## config.mk

```make
export PLATFORM = sky130hd
export DESIGN_NAME = pgr_uart_rx_32bit_flat
export DESIGN_NICKNAME = d
export VERILOG_FILES = /design/src/rtl/pgr_uart_rx_32bit_if.sv /design/src/rtl/pgr_uart_rx_32bit.sv /design/src/flat_wrapper.sv
export SDC_FILE = /design/constraint.sdc
export NUM_CORES = 1
export LEC_CHECK = 0
export CAP_MARGIN = 0
export CORE_MARGIN = 4
export CORE_UTILIZATION = 59
export DETAILED_ROUTE_END_ITERATION = 12
export PLACE_DENSITY_LB_ADDON = 0.2
export SLEW_MARGIN = 20
export SYNTH_ARGS = -nofsm -noshare
export SYNTH_HDL_FRONTEND = slang
export SYNTH_SLANG_ARGS = --single-unit
```

## constraint.sdc

```tcl
create_clock -name clk -period 3 [get_ports clk]
set_input_delay 0.6 -clock clk [delete_from_list [all_inputs] [get_ports clk]]
set_output_delay 0.6 -clock clk [all_outputs]
set_load 0.005 [all_outputs]
```

## src/rtl/pgr_uart_rx_32bit_if.sv

```systemverilog
// rtl/pgr_uart_rx_32bit_if.sv - byte stream interface from the UART receiver to the command parser

interface pgr_uart_rx_32bit_if;
  logic [7:0] rx_data;
  logic       rx_valid;
  logic       rx_ready;
  logic       frame_err;
  logic       overrun;

  // Receiver side: produces bytes and status pulses, consumes ready.
  modport master (
    output rx_data,
    output rx_valid,
    output frame_err,
    output overrun,
    input  rx_ready
  );

  // Parser side: consumes bytes and status pulses, produces ready.
  modport slave (
    input  rx_data,
    input  rx_valid,
    input  frame_err,
    input  overrun,
    output rx_ready
  );
endinterface

```

## src/rtl/pgr_uart_rx_32bit.sv

```systemverilog
// rtl/pgr_uart_rx_32bit.sv - 8N1 UART receiver with 6x tick grid, 3-sample mid-bit vote, framing/overrun flags

module pgr_uart_rx_32bit #(
  parameter int OS_RATE = 6
) (
  input  logic                 clk,
  input  logic                 rst_n,
  input  logic                 clk_en,
  input  logic                 rxd,
  pgr_uart_rx_32bit_if.master  rx_bus
);

  // Receiver states.
  localparam logic [2:0] ST_IDLE  = 3'd0;
  localparam logic [2:0] ST_START = 3'd1;
  localparam logic [2:0] ST_DATA  = 3'd2;
  localparam logic [2:0] ST_STOP  = 3'd3;
  localparam logic [2:0] ST_BRK   = 3'd4;

  // Positions on the tick grid inside one bit period.
  localparam logic [2:0] TICK_S2   = 3'd2;
  localparam logic [2:0] TICK_S3   = 3'd3;
  localparam logic [2:0] TICK_VOTE = 3'd4;
  localparam logic [2:0] TICK_LAST = 3'(OS_RATE - 1);

  logic       r_sync1;
  logic       r_sync2;
  logic [2:0] r_state;
  logic [2:0] r_tick_cnt;
  logic [2:0] r_bit_cnt;
  logic       r_s2;
  logic       r_s3;
  logic [7:0] r_shift;
  logic [7:0] r_rx_data;
  logic       r_rx_valid;
  logic       r_frame_err;
  logic       r_overrun;

  logic       w_rxd_s;
  logic       w_vote;
  logic [2:0] w_tick_next;
  logic       w_vote_tick;
  logic       w_byte_done;
  logic       w_frame_bad;
  logic       w_accept;

  assign w_rxd_s     = r_sync2;
  assign w_vote      = (r_s2 & r_s3) | (r_s2 & w_rxd_s) | (r_s3 & w_rxd_s);
  assign w_tick_next = (r_tick_cnt == TICK_LAST) ? 3'd0 : r_tick_cnt + 3'd1;
  assign w_vote_tick = clk_en && (r_tick_cnt == TICK_VOTE);
  assign w_byte_done = w_vote_tick && (r_state == ST_STOP) && w_vote;
  assign w_frame_bad = w_vote_tick && (r_state == ST_STOP) && !w_vote;
  assign w_accept    = r_rx_valid && rx_bus.rx_ready;

  // Two-flop synchronizer for the asynchronous line; resets to the idle level.
  always_ff @(posedge clk or negedge rst_n) begin
    if (!rst_n) begin
      r_sync1 <= 1'b1;
      r_sync2 <= 1'b1;
    end else begin
      r_sync1 <= rxd;
      r_sync2 <= r_sync1;
    end
  end

  // Frame FSM with tick and bit counters; only moves on a tick.
  always_ff @(posedge clk or negedge rst_n) begin
    if (!rst_n) begin
      r_state    <= ST_IDLE;
      r_tick_cnt <= 3'd0;
      r_bit_cnt  <= 3'd0;
    end else if (clk_en) begin
      case (r_state)
        ST_IDLE: begin
          // The detect tick itself is tick 0 of the start bit.
          r_tick_cnt <= 3'd0;
          if (!w_rxd_s) begin
            r_state    <= ST_START;
            r_tick_cnt <= 3'd1;
          end
        end
        ST_START: begin
          r_tick_cnt <= w_tick_next;
          if ((r_tick_cnt == TICK_VOTE) && w_vote) begin
            // Start bit did not hold low through mid-bit: treat as a glitch.
            r_state    <= ST_IDLE;
            r_tick_cnt <= 3'd0;
          end else if (r_tick_cnt == TICK_LAST) begin
            r_state   <= ST_DATA;
            r_bit_cnt <= 3'd0;
          end
        end
        ST_DATA: begin
          r_tick_cnt <= w_tick_next;
          if (r_tick_cnt == TICK_LAST) begin
            if (r_bit_cnt == 3'd7) begin
              r_state <= ST_STOP;
            end else begin
              r_bit_cnt <= r_bit_cnt + 3'd1;
            end
          end
        end
        ST_STOP: begin
          r_tick_cnt <= w_tick_next;
          if (r_tick_cnt == TICK_VOTE) begin
            // Leave at mid stop bit so a fast transmitter's next start is not missed.
            r_state    <= w_vote ? ST_IDLE : ST_BRK;
            r_tick_cnt <= 3'd0;
          end
        end
        ST_BRK: begin
          // Hold here while the line stays low so a break cannot start a frame.
          r_tick_cnt <= 3'd0;
          if (w_rxd_s) begin
            r_state <= ST_IDLE;
          end
        end
        default: begin
          r_state    <= ST_IDLE;
          r_tick_cnt <= 3'd0;
        end
      endcase
    end
  end

  // Capture the two early vote samples of the current bit.
  always_ff @(posedge clk or negedge rst_n) begin
    if (!rst_n) begin
      r_s2 <= 1'b0;
      r_s3 <= 1'b0;
    end else if (clk_en && (r_state != ST_IDLE) && (r_state != ST_BRK)) begin
      if (r_tick_cnt == TICK_S2) begin
        r_s2 <= w_rxd_s;
      end
      if (r_tick_cnt == TICK_S3) begin
        r_s3 <= w_rxd_s;
      end
    end
  end

  // Right-shift voted data bits in so the first bit lands in bit 0.
  always_ff @(posedge clk or negedge rst_n) begin
    if (!rst_n) begin
      r_shift <= 8'h00;
    end else if (w_vote_tick && (r_state == ST_DATA)) begin
      r_shift <= {w_vote, r_shift[7:1]};
    end
  end

  // Output holding register, handshake and one-clock status pulses.
  always_ff @(posedge clk or negedge rst_n) begin
    if (!rst_n) begin
      r_rx_data   <= 8'h00;
      r_rx_valid  <= 1'b0;
      r_frame_err <= 1'b0;
      r_overrun   <= 1'b0;
    end else begin
      r_frame_err <= w_frame_bad;
      r_overrun   <= 1'b0;
      if (w_byte_done) begin
        if (!r_rx_valid || w_accept) begin
          // Slot is free or being freed this cycle: new byte replaces it.
          r_rx_data  <= r_shift;
          r_rx_valid <= 1'b1;
        end else begin
          // Parser still holds the old byte: keep it and drop the new one.
          r_overrun <= 1'b1;
        end
      end else if (w_accept) begin
        r_rx_valid <= 1'b0;
      end
    end
  end

  assign rx_bus.rx_data   = r_rx_data;
  assign rx_bus.rx_valid  = r_rx_valid;
  assign rx_bus.frame_err = r_frame_err;
  assign rx_bus.overrun   = r_overrun;

endmodule

```

## src/flat_wrapper.sv

```systemverilog
// flat-port wrapper written by rule: the top's interface ports become plain ports
module pgr_uart_rx_32bit_flat 
#(
  parameter int OS_RATE = 6
)
  (clk, rst_n, clk_en, rxd, rx_bus_rx_data, rx_bus_rx_valid, rx_bus_frame_err, rx_bus_overrun, rx_bus_rx_ready);
  pgr_uart_rx_32bit_if rx_bus_i ();
  input  logic clk;
  input  logic rst_n;
  input  logic clk_en;
  input  logic rxd;
  output wire logic [$bits(rx_bus_i.rx_data)-1:0] rx_bus_rx_data;
  output wire logic [$bits(rx_bus_i.rx_valid)-1:0] rx_bus_rx_valid;
  output wire logic [$bits(rx_bus_i.frame_err)-1:0] rx_bus_frame_err;
  output wire logic [$bits(rx_bus_i.overrun)-1:0] rx_bus_overrun;
  input wire logic [$bits(rx_bus_i.rx_ready)-1:0] rx_bus_rx_ready;
  assign rx_bus_rx_data = rx_bus_i.rx_data;
  assign rx_bus_rx_valid = rx_bus_i.rx_valid;
  assign rx_bus_frame_err = rx_bus_i.frame_err;
  assign rx_bus_overrun = rx_bus_i.overrun;
  assign rx_bus_i.rx_ready = rx_bus_rx_ready;
  pgr_uart_rx_32bit #(.OS_RATE(OS_RATE)) u_core (.clk(clk), .rst_n(rst_n), .clk_en(clk_en), .rxd(rxd), .rx_bus(rx_bus_i));
endmodule
```

Word level (Yosys, flattened, before mapping)
Index checks and enable logic that the tools add are counted.
{"block": "classes", "addsub": 2, "mul": 0, "div": 0, "order_cmp": 0, "eq_ne": 20, "shifts": 0, "n_mux": 24, "n_bitwise": 5, "n_reduce_logical": 22}
{"cell": "2-to-1 mux 3 bit", "count": 15}
{"cell": "one-hot mux 3 bit (5 select lines)", "count": 1}
{"cell": "equality test 3 x 2 -> 1 bit, second input constant", "count": 4}
{"cell": "equality test 3 bit, second input constant", "count": 4}
{"cell": "one-hot mux 3 bit (4 select lines)", "count": 1}
{"cell": "inequality test 2 bit, second input constant", "count": 5}
{"cell": "logical AND 1 bit", "count": 9}
{"cell": "inequality test 2 x 1 -> 1 bit, second input constant", "count": 4}
{"cell": "AND reduction 2 bit", "count": 4}
{"cell": "AND reduction 7 bit", "count": 1}
{"cell": "adder 3 x 1 -> 3 bit, second input constant", "count": 2}
{"cell": "2-to-1 mux 1 bit", "count": 6}
{"cell": "one-hot mux 3 bit (2 select lines)", "count": 1}
{"cell": "AND reduction 6 bit", "count": 1}
{"cell": "nonzero test 2 bit", "count": 2}
{"cell": "AND 1 bit", "count": 3}
{"cell": "equality test 3 x 1 -> 1 bit, second input constant", "count": 1}
{"cell": "zero test 3 bit", "count": 1}
{"cell": "inequality test 3 x 1 -> 1 bit, second input constant", "count": 1}
{"cell": "inequality test 3 bit, second input constant", "count": 1}
{"cell": "nonzero test 3 bit", "count": 1}
{"cell": "zero test 1 bit", "count": 2}
{"cell": "bitwise OR 1 bit", "count": 2}
{"cell": "logical OR 1 bit", "count": 1}
{"block": "totals", "reg_bits": 32, "latch_bits": 0, "ramBits": 0, "mem_bits_ro": 0, "input_bits": 5, "output_inout_bits": 11, "wordCells": 85, "memories": 0}

Depth between registers and ports, before layout
{"block": "logic_depth", "word_depth": 6, "ltp_mapped": 5, "depth_no_buf": 5}

Worst setup path before layout
Ideal clock, no wire load.
{"block": "synth_path", "kind": "register to register", "start": "register u_core.r_state[1]", "end": "register u_core.r_state[0]", "setup_time_ps": 128, "arrival_ps": 1446, "required_ps": 2872, "slack_ps": 1426, "path_stages_with_launch": 5, "path_buffers": 0, "period_less_slack_ps": 1574, "path_cell_list": "dfrtp_1 or4b_1 o311ai_1 nor3_1 mux2_1"}
{"block": "synth_via", "elab_chain_cells": 3, "elab_cells_between_ends": 13, "classes_between": "eq/ne (10); mux (1); reduce/logical (2)"}
{"item": "start, declared", "line": "pgr_uart_rx_32bit.sv:28", "rtl": "logic [2:0] r_state;"}
{"item": "start signal, assigned", "line": "pgr_uart_rx_32bit.sv:107", "rtl": "r_state <= w_vote ? ST_IDLE : ST_BRK;"}
{"item": "equality test 3 x 1 -> 1 bit, or another cell as far along", "line": "pgr_uart_rx_32bit.sv:73", "rtl": "case (r_state)"}
{"item": "inequality test 3 x 1 -> 1 bit (no line), or another cell as far along"}
{"item": "AND reduction 7 bit (no line)"}
Parallel ways exist; a longest one is shown, timed or not.
A chain may end at the register's enable or synchronous reset.

Worst setup path in the final report
{"block": "layout_path", "start": "input port clk_en", "end": "register u_core.r_shift[6]"}
{"block": "layout_via", "elab_chain_cells": 2}
{"item": "start, declared", "line": "flat_wrapper.sv:10", "rtl": "input logic clk_en;"}
{"item": "logical AND 1 bit", "line": "pgr_uart_rx_32bit.sv:50", "rtl": "assign w_vote_tick = clk_en && (r_tick_cnt == TICK_VOTE);"}
{"item": "logical AND 1 bit", "line": "pgr_uart_rx_32bit.sv:145", "rtl": "end else if (w_vote_tick && (r_state == ST_DATA)) begin"}
{"item": "end signal, assigned", "line": "pgr_uart_rx_32bit.sv:146", "rtl": "r_shift <= {w_vote, r_shift[7:1]};"}
{"item": "end, declared", "line": "pgr_uart_rx_32bit.sv:33", "rtl": "logic [7:0] r_shift;"}
No other way between the ends.

==> metrics.csv <==
metric;value;unit
Post-DP HPWL;1.86;mm
post-synthesis sequential area ratio;0.549;
CP arrival;2.06;ns
max-cap viol count;0;
Clk pwr share;0.256;
area of the core;2280;um2
final setup fails;0;
crit-path cells;clkdlybuf4s50_1 > nand2b_1 > nor2_1 > nand2_1 > mux2_2;
Mapped Area;1460;um2
post-cts sizing count;0;
ranking of synthesized cells by area;dfrtp_1, mux2_4, mux2_2;
Synth top area share;0.513;
cts bufs inserted;5;
setup tns final;0;ns
GRT met3 Usage;0.0445;
sw frac;0.327;
gp weighted congestion;0.761;
vias;951;
H-tree levels;2;
share of layout cells above drive strength 1;0.254;
Min-Delay Startpoint;u_core.r_sync1;
Critical R2R Launch;u_core.r_tick_cnt[0];
TritonCTS Sinks;32;
Psw;413;uW
most common cell after layout, fill and taps aside;dfrtp_1;
crit path kind;in -> reg;
flops & latches, synth;32;
post-synthesis cell type count;36;
M1 GR Usage;0.245;
syn nets;120;
number of top-level pins;16;
Reg2Reg Capture Point;u_core.rx_bus.rx_data[1];
Synth Area per Inst;13.1;um2
CTS clk-pin slew, worst paths;0.09;ns
drt total wl;2.62;mm
Internal Power;850;uW
async set-or-reset flop fraction in the synthesized netlist;1.00;
critical path required time;3.22;ns
synthesis-to-layout area growth;18.0;%
vias in the first global route;982;
reg2reg path depth;4;
largest net degree at the start of global routing;33;
# DRC;0;
clk root buf;clkbuf_4;
Worst-Margin Slew;0.503;ns
Pre-Repair DR Iteration Count;4;
RSZ-0062 raised after global routing;false;
GR peak layer;met2;
status;completed;
Die Span X;57.8;um
Initial Util;0.643;
power share of the combinational group;0.249;
nets;141;
CTS tree;built;
Period minus WS final;1.84;ns
fillers;148;
Iteration-0 DRC Markers;31;
PortBufs;15;
Yosys warnings;0;
CP startpoint kind;input pin;
maximum fanout along the worst path;8;
postcts setup bufs;0;
Max stage delay on crit path;0.61;ns
CTS max path bufs;2;
EDFF count, synth;0;
GRT Overall Usage;0.190;
Die Y;57.8;um
Tcrit/Tclk final;0.614;
PwrDens;732;nW/um2
antenna violations before repair;0;
GRT overflow;0;
max_slew headroom;0.659;
Yosys top cell by area;dfrtp_1;
flop-to-flop setup slack;1.21;ns
Design Area, Final;1730;um2
post-route ant nets;0;
Hold Crit Endpoint;u_core.r_sync2;
IR drop worst, VDD;718;uV
Synth Flop Type;dfrtp_1;
Reg power frac;0.495;
Cell Rows;17;
hold_buf cts;0;
Syn Inst Count;112;
hold crit path type;reg -> reg;
routed wire length per instance;16.2;um
first-pass GRT wire length;4.71;mm
WHS Path Cells;0;
Placed Area;1650;um2
leakage;0.000823;uW
slowest library cell on the worst path;clkdlybuf4s50_1;
Clock Latency Late Sink;0.33;ns
CP endpoint kind;flip-flop;
maximum clock rate;543;MHz
die area;3340;um2
most frequent cells in the layout;dfrtp_1, clkdlybuf4s50_1, mux2_2;
Final Skew;0.0120;ns
final hold viol count;0;
grt met2 use;0.297;
via-per-instance ratio;5.87;
antenna diode count;0;
Pins Over Slew Limit;0;
## final cells by class
cell class	instances	area, um2	share of cell area
Tap cell	28	35.0	0.0203
Inverter	4	15.0	0.00870
Timing Repair Buffer	16	158	0.0913
Multi-Input combinational cell	74	636	0.368
Clock inverter	3	42.5	0.0246
Sequential cell	32	803	0.465
Clock buffer	5	37.5	0.0217
## state kept, by name, indices dropped and copies added (netlist names), 3 cells and up
| name | cells |
|---|---|
| u_core.r_state | 3 |
| u_core.r_tick_cnt | 3 |
| u_core.rx_bus.rx_data | 8 |
| u_core.r_bit_cnt | 3 |
| u_core.r_shift | 8 |
## synthesized netlist by cell type, types with 2 or more instances
cell and instances:
dfrtp_1 30, mux2_2 10, mux2_4 8, nand2_1 8, nand2b_1 5, nor2_1 5
inv_1 4, nor3_1 4, ha_1 3, o21ai_0 3, a211oi_1 2, a22o_1 2
and3b_1 2, dfstp_2 2, nor2b_1 2, o41ai_1 2
## power groups by stage
stage / logic [uW] / clock network, uW / registers [uW]
global route: 353 / 353 / 646
floorplan: 256 / 0 / 591
global placement: 295 / 0 / 623
finish: 315 / 323 / 626
detailed placement: 312 / 0 / 633
CTS: 315 / 331 / 625
## worst max-delay path by stage
stage,end,start
5_1_grt,u_core.r_shift[6],clk_en
6_report,u_core.r_shift[6],clk_en
3_3_place_gp,u_core.r_shift[5],clk_en
4_1_cts,rx_bus_rx_data[6],u_core.rx_bus.rx_data[6]
2_1_floorplan,u_core.r_state[0],u_core.r_state[1]
3_5_place_dp,u_core.r_shift[5],clk_en
## worst max-delay path: cells and delay by family
kind	cells	cell delay, ns
simple gates	3	0.50
mux	1	0.35
buf+inv	1	0.61
## through the flow
stage	hold slack, ns	setup WS (ns)	power [uW]	util	std cells
3_5_place_dp	0.348	0.856	945	0.723	154
5_1_grt	0.365	1.09	1350	0.759	162
2_1_floorplan	0.304	1.43	846	-	112
4_1_cts	0.362	1.17	1270	0.759	162
3_3_place_gp	0.347	0.913	918	0.723	154
6_report	0.361	1.16	1260	0.759	162
## metal layers
metal  part of all wire  routed length [um]  vias up
met5                  0                   0        -
met3              0.054                 142       10
met1               0.44                1160      447
met2               0.48                1250       41
li1                   -                   -      453
met4              0.027                  70        0
## logic make-up (layout without fill, tap and decap cells)
| logic type | Yosys count | after routing | synth area share |
|---|---|---|---|
| DFF | 32 | 32 | 0.549 |
| and+or+nand+nor | 32 | 32 | 0.134 |
| AOI/OAI and AO/OA | 19 | 19 | 0.100 |
| muxes | 19 | 19 | 0.167 |
| buffers and inverters | 6 | 28 | 0.0162 |
| adders and majority gates | 4 | 4 | 0.0334 |
No activity file was read; power rests on OpenSTA's default activity.
